### config.mk
export PLATFORM = sky130hd
export DESIGN_NAME = sseg_scan_ctrl
export DESIGN_NICKNAME = d
export VERILOG_FILES = /design/src/rtl/sseg_scan_ctrl.sv
export SDC_FILE = /design/constraint.sdc
export NUM_CORES = 1
export LEC_CHECK = 0
export ABC_AREA = 0
export ABC_CLOCK_PERIOD_IN_PS = 6400
export CAP_MARGIN = 30
export CORE_MARGIN = 8
export CORE_UTILIZATION = 42
export CTS_BUF_LIST = sky130_fd_sc_hd__clkbuf_4
export DETAILED_ROUTE_END_ITERATION = 12
export GPL_TIMING_DRIVEN = 1
export HOLD_SLACK_MARGIN = 0.1
export PLACE_DENSITY = 0.63
export SLEW_MARGIN = 20
export SYNTH_ARGS = -nofsm -noshare
export SYNTH_HDL_FRONTEND = slang
export SYNTH_SLANG_ARGS = --single-unit
### constraint.sdc
create_clock -name clk -period 6.4 [get_ports clk]
set_clock_uncertainty 0.1 [all_clocks]
set_input_delay 1.6 -clock clk [delete_from_list [all_inputs] [get_ports clk]]
set_output_delay 1.6 -clock clk [all_outputs]
set_load 0.005 [all_outputs]
### src/rtl/sseg_scan_ctrl.sv
// Multiplexed seven-segment scan controller with a debounced freeze button.
// Optional leading-zero blanking is compiled in with `define SSEG_LEAD_BLANK_EN.
module sseg_scan_ctrl #(
    parameter int NUM_DIGITS      = 4,
    parameter int REFRESH_DIV     = 50000,
    parameter int DEBOUNCE_CYCLES = 500000
) (
    input  logic                    clk,
    input  logic                    rst,
    input  logic                    but0,
    input  logic [4*NUM_DIGITS-1:0] value,
    input  logic [NUM_DIGITS-1:0]   dp_in,
    output logic [NUM_DIGITS-1:0]   an,
    output logic [6:0]              sseg,
    output logic                    dp,
    output logic                    frozen
);

    localparam int IW = $clog2(NUM_DIGITS);
    localparam int RW = $clog2(REFRESH_DIV);
    localparam int SW = $clog2(DEBOUNCE_CYCLES);

    typedef enum logic [1:0] {
        IDLE,
        PRESS_WAIT,
        HELD,
        RELEASE_WAIT
    } db_state_t;

    logic [RW-1:0]           refr_q, refr_d;
    logic [IW-1:0]           idx_q, idx_d;
    logic                    scan_en_q, scan_en_d;
    logic [1:0]              sync_q, sync_d;
    db_state_t               st_q, st_d;
    logic [SW-1:0]           stab_q, stab_d;
    logic                    frozen_q, frozen_d;
    logic [4*NUM_DIGITS-1:0] hold_val_q, hold_val_d;
    logic [NUM_DIGITS-1:0]   hold_dp_q, hold_dp_d;
    logic [NUM_DIGITS-1:0]   an_q, an_d;
    logic [6:0]              sseg_q, sseg_d;
    logic                    dp_q, dp_d;

    logic                    btn;
    logic                    toggle;
    logic [4*NUM_DIGITS-1:0] src_val;
    logic [NUM_DIGITS-1:0]   src_dp;
    logic [3:0]              nib;

    function automatic logic [6:0] hex7(input logic [3:0] h);
        logic [6:0] s;
        case (h)
            4'h0: s = 7'h40;
            4'h1: s = 7'h79;
            4'h2: s = 7'h24;
            4'h3: s = 7'h30;
            4'h4: s = 7'h19;
            4'h5: s = 7'h12;
            4'h6: s = 7'h02;
            4'h7: s = 7'h78;
            4'h8: s = 7'h00;
            4'h9: s = 7'h10;
            4'hA: s = 7'h08;
            4'hB: s = 7'h03;
            4'hC: s = 7'h46;
            4'hD: s = 7'h21;
            4'hE: s = 7'h06;
            default: s = 7'h0E;
        endcase
        return s;
    endfunction

    // Refresh divider and digit index; index holds at 0 until the first slot opens
    always_comb begin
        refr_d    = refr_q + 1'b1;
        idx_d     = idx_q;
        scan_en_d = scan_en_q;
        if (refr_q == RW'(REFRESH_DIV - 1)) begin
            refr_d    = '0;
            scan_en_d = 1'b1;
            if (scan_en_q) begin
                if (idx_q == IW'(NUM_DIGITS - 1)) idx_d = '0;
                else                              idx_d = idx_q + 1'b1;
            end
        end
    end

    assign sync_d = {sync_q[0], but0};
    assign btn    = sync_q[1];

    // Debounce FSM: one toggle pulse per accepted press
    always_comb begin
        st_d   = st_q;
        stab_d = stab_q;
        toggle = 1'b0;
        unique case (st_q)
            IDLE: begin
                if (btn) begin
                    st_d   = PRESS_WAIT;
                    stab_d = '0;
                end
            end
            PRESS_WAIT: begin
                if (!btn) begin
                    st_d = IDLE;
                end else if (stab_q == SW'(DEBOUNCE_CYCLES - 1)) begin
                    st_d   = HELD;
                    toggle = 1'b1;
                end else begin
                    stab_d = stab_q + 1'b1;
                end
            end
            HELD: begin
                if (!btn) begin
                    st_d   = RELEASE_WAIT;
                    stab_d = '0;
                end
            end
            RELEASE_WAIT: begin
                if (btn) begin
                    st_d = HELD;
                end else if (stab_q == SW'(DEBOUNCE_CYCLES - 1)) begin
                    st_d = IDLE;
                end else begin
                    stab_d = stab_q + 1'b1;
                end
            end
            default: st_d = IDLE;
        endcase
    end

    // Freeze flag and snapshot of the inputs taken as the display freezes
    always_comb begin
        frozen_d   = frozen_q ^ toggle;
        hold_val_d = hold_val_q;
        hold_dp_d  = hold_dp_q;
        if (toggle && !frozen_q) begin
            hold_val_d = value;
            hold_dp_d  = dp_in;
        end
    end

    assign src_val = frozen_q ? hold_val_q : value;
    assign src_dp  = frozen_q ? hold_dp_q  : dp_in;
    assign nib     = src_val[4*idx_q +: 4];

    // Output decode for the current digit, registered into an/sseg/dp
    always_comb begin
`ifdef SSEG_LEAD_BLANK_EN
        logic [IW-1:0] msnz;
        msnz = '0;
        for (int i = 1; i < NUM_DIGITS; i++) begin
            if (src_val[4*i +: 4] != 4'h0) msnz = IW'(i);
        end
`endif
        an_d   = '1;
        sseg_d = 7'h7F;
        dp_d   = 1'b1;
        if (scan_en_q) begin
            an_d[idx_q] = 1'b0;
            sseg_d      = hex7(nib);
            dp_d        = ~src_dp[idx_q];
`ifdef SSEG_LEAD_BLANK_EN
            if (idx_q > msnz) sseg_d = 7'h7F;
`endif
        end
    end

    // State registers
    always_ff @(posedge clk or posedge rst) begin
        if (rst) begin
            refr_q     <= '0;
            idx_q      <= '0;
            scan_en_q  <= 1'b0;
            sync_q     <= '0;
            st_q       <= IDLE;
            stab_q     <= '0;
            frozen_q   <= 1'b0;
            hold_val_q <= '0;
            hold_dp_q  <= '0;
            an_q       <= '1;
            sseg_q     <= 7'h7F;
            dp_q       <= 1'b1;
        end else begin
            refr_q     <= refr_d;
            idx_q      <= idx_d;
            scan_en_q  <= scan_en_d;
            sync_q     <= sync_d;
            st_q       <= st_d;
            stab_q     <= stab_d;
            frozen_q   <= frozen_d;
            hold_val_q <= hold_val_d;
            hold_dp_q  <= hold_dp_d;
            an_q       <= an_d;
            sseg_q     <= sseg_d;
            dp_q       <= dp_d;
        end
    end

    assign an     = an_q;
    assign sseg   = sseg_q;
    assign dp     = dp_q;
    assign frozen = frozen_q;

endmodule

==> results.sh <==
export IMPL_die_x_um=111
export IMPL_syn_inst=334
export IMPL_tightest_slew_ns=0.956
export IMPL_ys_flop_type="dfrtp_1"
export IMPL_synth_common_cells="63 x dfrtp_1, 36 x nand2_1, 29 x mux2_2, 25 x nor2_1, 15 x nand3_1"
export IMPL_ys_ff_latch=75
export IMPL_syn_cell_area_um2=3770
export IMPL_instances_no_fill=489
export IMPL_cap_violations=0
export IMPL_synthMostInstantiatedCell="dfrtp_1"
export IMPL_synth_edf_count=0
export IMPL_grt_usage_pct=12.6
export IMPL_postSynth_asyncResetShare_pct=100
export IMPL_post_cts_repair_setup_buffers=0
export IMPL_endpoint_kind="flop"
export IMPL_nets=410
export IMPL_clk_path_buf_depth=2
export IMPL_run_status="finished, final reports clean"
export IMPL_dp_cells=472
export IMPL_dieHeight_um=111
export IMPL_fin_ws_ns=2.87
export IMPL_postSynthAreaPerCell_um2=11.3
export IMPL_cts_buffers=9
export IMPL_area_growth_pct=16.8
export IMPL_arrival_ns=3.74
export IMPL_synth_top_cell_by_area="dfrtp_1"
export IMPL_clock_root_buffer="clkbuf_4"
export IMPL_tritoncts="built"
export IMPL_overflow=0
export IMPL_power_density_nw_per_um2=197
export IMPL_worstSkewPairLatency_ns=0.41
export IMPL_netlist_top_cells_area="dfrtp_1 42%, mux2_2 8.7%, dfstp_2 8.4%"
export IMPL_fin_crit_ns=3.53
export IMPL_cp_max_fo=6
export IMPL_grt_pass1_wl_um=12800
export IMPL_critPathRequiredTime_ns=6.61
export IMPL_antenna_found_initial=2
export IMPL_wire_per_inst_um=15.5
export IMPL_seq_area_frac_synth_pct=50.2
export IMPL_tns_ns=0
export IMPL_dp_hpwl_um=5390
export IMPL_fmax_ghz=0.283
export IMPL_core_area_um2=8720
export IMPL_dpl_worst_slack_ns=2.45
export IMPL_cp_top_family="multiplexers"
export IMPL_cts_hold_fix_buffers=0
export IMPL_crit_type="in2reg"
export IMPL_post_cts_resized=0
export IMPL_io_pins=36
export IMPL_startpoint_type="input pin"
export IMPL_hp_class="reg2reg"
export IMPL_gp_congestion=0.836
export IMPL_initial_core_util_pct=43.2
export IMPL_grt_max_degree=49
export IMPL_drt_pass1_iterations=4
export IMPL_cts_htree_levels=3
export IMPL_vias=2666
export IMPL_dieArea_um2=12300
export IMPL_max_stage_delay_ns=0.56
export IMPL_drc=0
export IMPL_rows=34
export IMPL_yosysWarnings=0
export IMPL_finalHoldViolations=0
export IMPL_layout_drive_gt1_share_pct=17.9
export IMPL_totalWireLength_um=7590
export IMPL_vias_per_cell=5.45
export IMPL_ys_types=42
export IMPL_final_max_slew_viol_count=0
export IMPL_drt_iter0_drc=127
export IMPL_fin_hold_ws_ns=0.261
export IMPL_synth_nets=369
export IMPL_max_slew_margin_rel_pct=36.2
export IMPL_setup_violations=0
export IMPL_path_cells="clkdlybuf4s50_1 > mux4_1 > mux2i_1 > mux2_2 > nand2_1 > o311ai_0"
export IMPL_grt_pass1_vias=2617
export IMPL_cts_sinks=75
export IMPL_fin_crit_sh_pct=55.2
export IMPL_critPathBufInv=1
export IMPL_rsz0062_at_grt="false"
export IMPL_drtAntennaViolNets=0
export IMPL_cellLeakagePower_nw=1.91
export IMPL_cp_slowest_cell="mux4_1"
export IMPL_ir_worst_vdd_mv=0.0928
export IMPL_port_buffers=35
export IMPL_cts_clk_slew_worst_paths_ns=0.13
export IMPL_synth_top_area_share_pct=41.9
[sequential cells by signal, indices dropped and copies added (netlist names), named ones only]
register,flops
an,4
scan_en_q,1
dp,1
sseg,7
hold_dp_q,4
hold_val_q,16
st_q,1
sync_q,2
frozen,1
refr_q,16
stab_q,19
idx_q,2
[cell usage in the layout, fill, tap and decap left out, drive strengths merged, types with 3 or more instances in the layout]
cell and instances:
ha 12, mux4 8, and4 4, clkbuf 11, mux2i 10, o221ai 3
nand3 15, o211ai 3, clkdlybuf4s50 35, o311ai 3, inv 14, xnor2 7
mux2 29, or3 7, nor2b 4, a21oi 11, clkinv 3, nor3 3
nor2 25, dfrtp 63, nand2 36, and3 3, dfstp 12, nand4 9
o21ai 13, xor2 12
[power breakdown]
| part | leakage (nW) | switching (W) | internal, W |
|---|---|---|---|
| logic | 0.835 | 0.0000283 | 0.0000243 |
| registers | 0.983 | 0.00000327 | 0.000477 |
| clock network | 0.0908 | 0.000164 | 0.000167 |
| total | 1.91 | 0.000196 | 0.000669 |
[per-layer routing]
layer  share of wire [%]  track usage (%)  wire length [um]
met4                 1.6             6.22               123
met5                0.14                0                11
met2                  45             18.6              3400
met3                 5.5             3.25               416
met1                  48             16.6              3640
[cells by family (layout without fill, tap and decap cells)]
| logic type | Yosys count | count (layout) | share of synthesized area (%) |
|---|---|---|---|
| AOI/OAI and AO/OA | 40 | 40 | 6.74 |
| other | 0 | 1 | 0 |
| adders and majority gates | 12 | 12 | 3.99 |
| and+or+nand+nor | 120 | 120 | 16.1 |
| xor gates and xnor gates | 19 | 19 | 4.42 |
| muxes | 47 | 47 | 16.3 |
| DFF | 75 | 75 | 50.2 |
| buffers and inverters | 21 | 67 | 2.16 |
[cell type report]
class	count	area, um^2
Multi-Input combinational cell	238	1790
Clock buffer	11	82.6
Antenna cell	1	2.50
Sequential cell	75	1890
Tap cell	108	135
Fill cell	777	4320
Timing Repair Buffer	37	362
Inverter	14	52.6
Clock inverter	5	78.8
[per-stage QoR]
| step | total power (W) | instance area (um^2) | utilization [%] |
|---|---|---|---|
| CTS | 0.000875 | 4400 | 50.4 |
| floorplan | 0.000517 | 3770 | - |
| detailed placement | 0.000542 | 4230 | 48.6 |
| global route | 0.000896 | 4400 | 50.4 |
| global placement | 0.000541 | 4230 | 48.5 |
| finish | 0.000864 | 4400 | 50.4 |
[final timing paths]
check                           cells past startpoint  slack (ns)            end       from
max in group asynchronous                           3        3.71      refr_q[6]        rst
worst min-delay path                                0        0.26      sync_q[1]  sync_q[0]
worst max register to register                      7        3.31  hold_val_q[1]  stab_q[0]
min in group asynchronous                           2        1.47      stab_q[5]        rst
worst max-delay path                                6        2.87        sseg[4]  value[11]
worst min register to register                      0        0.26      sync_q[1]  sync_q[0]
Power figures use the tool's default switching activity.
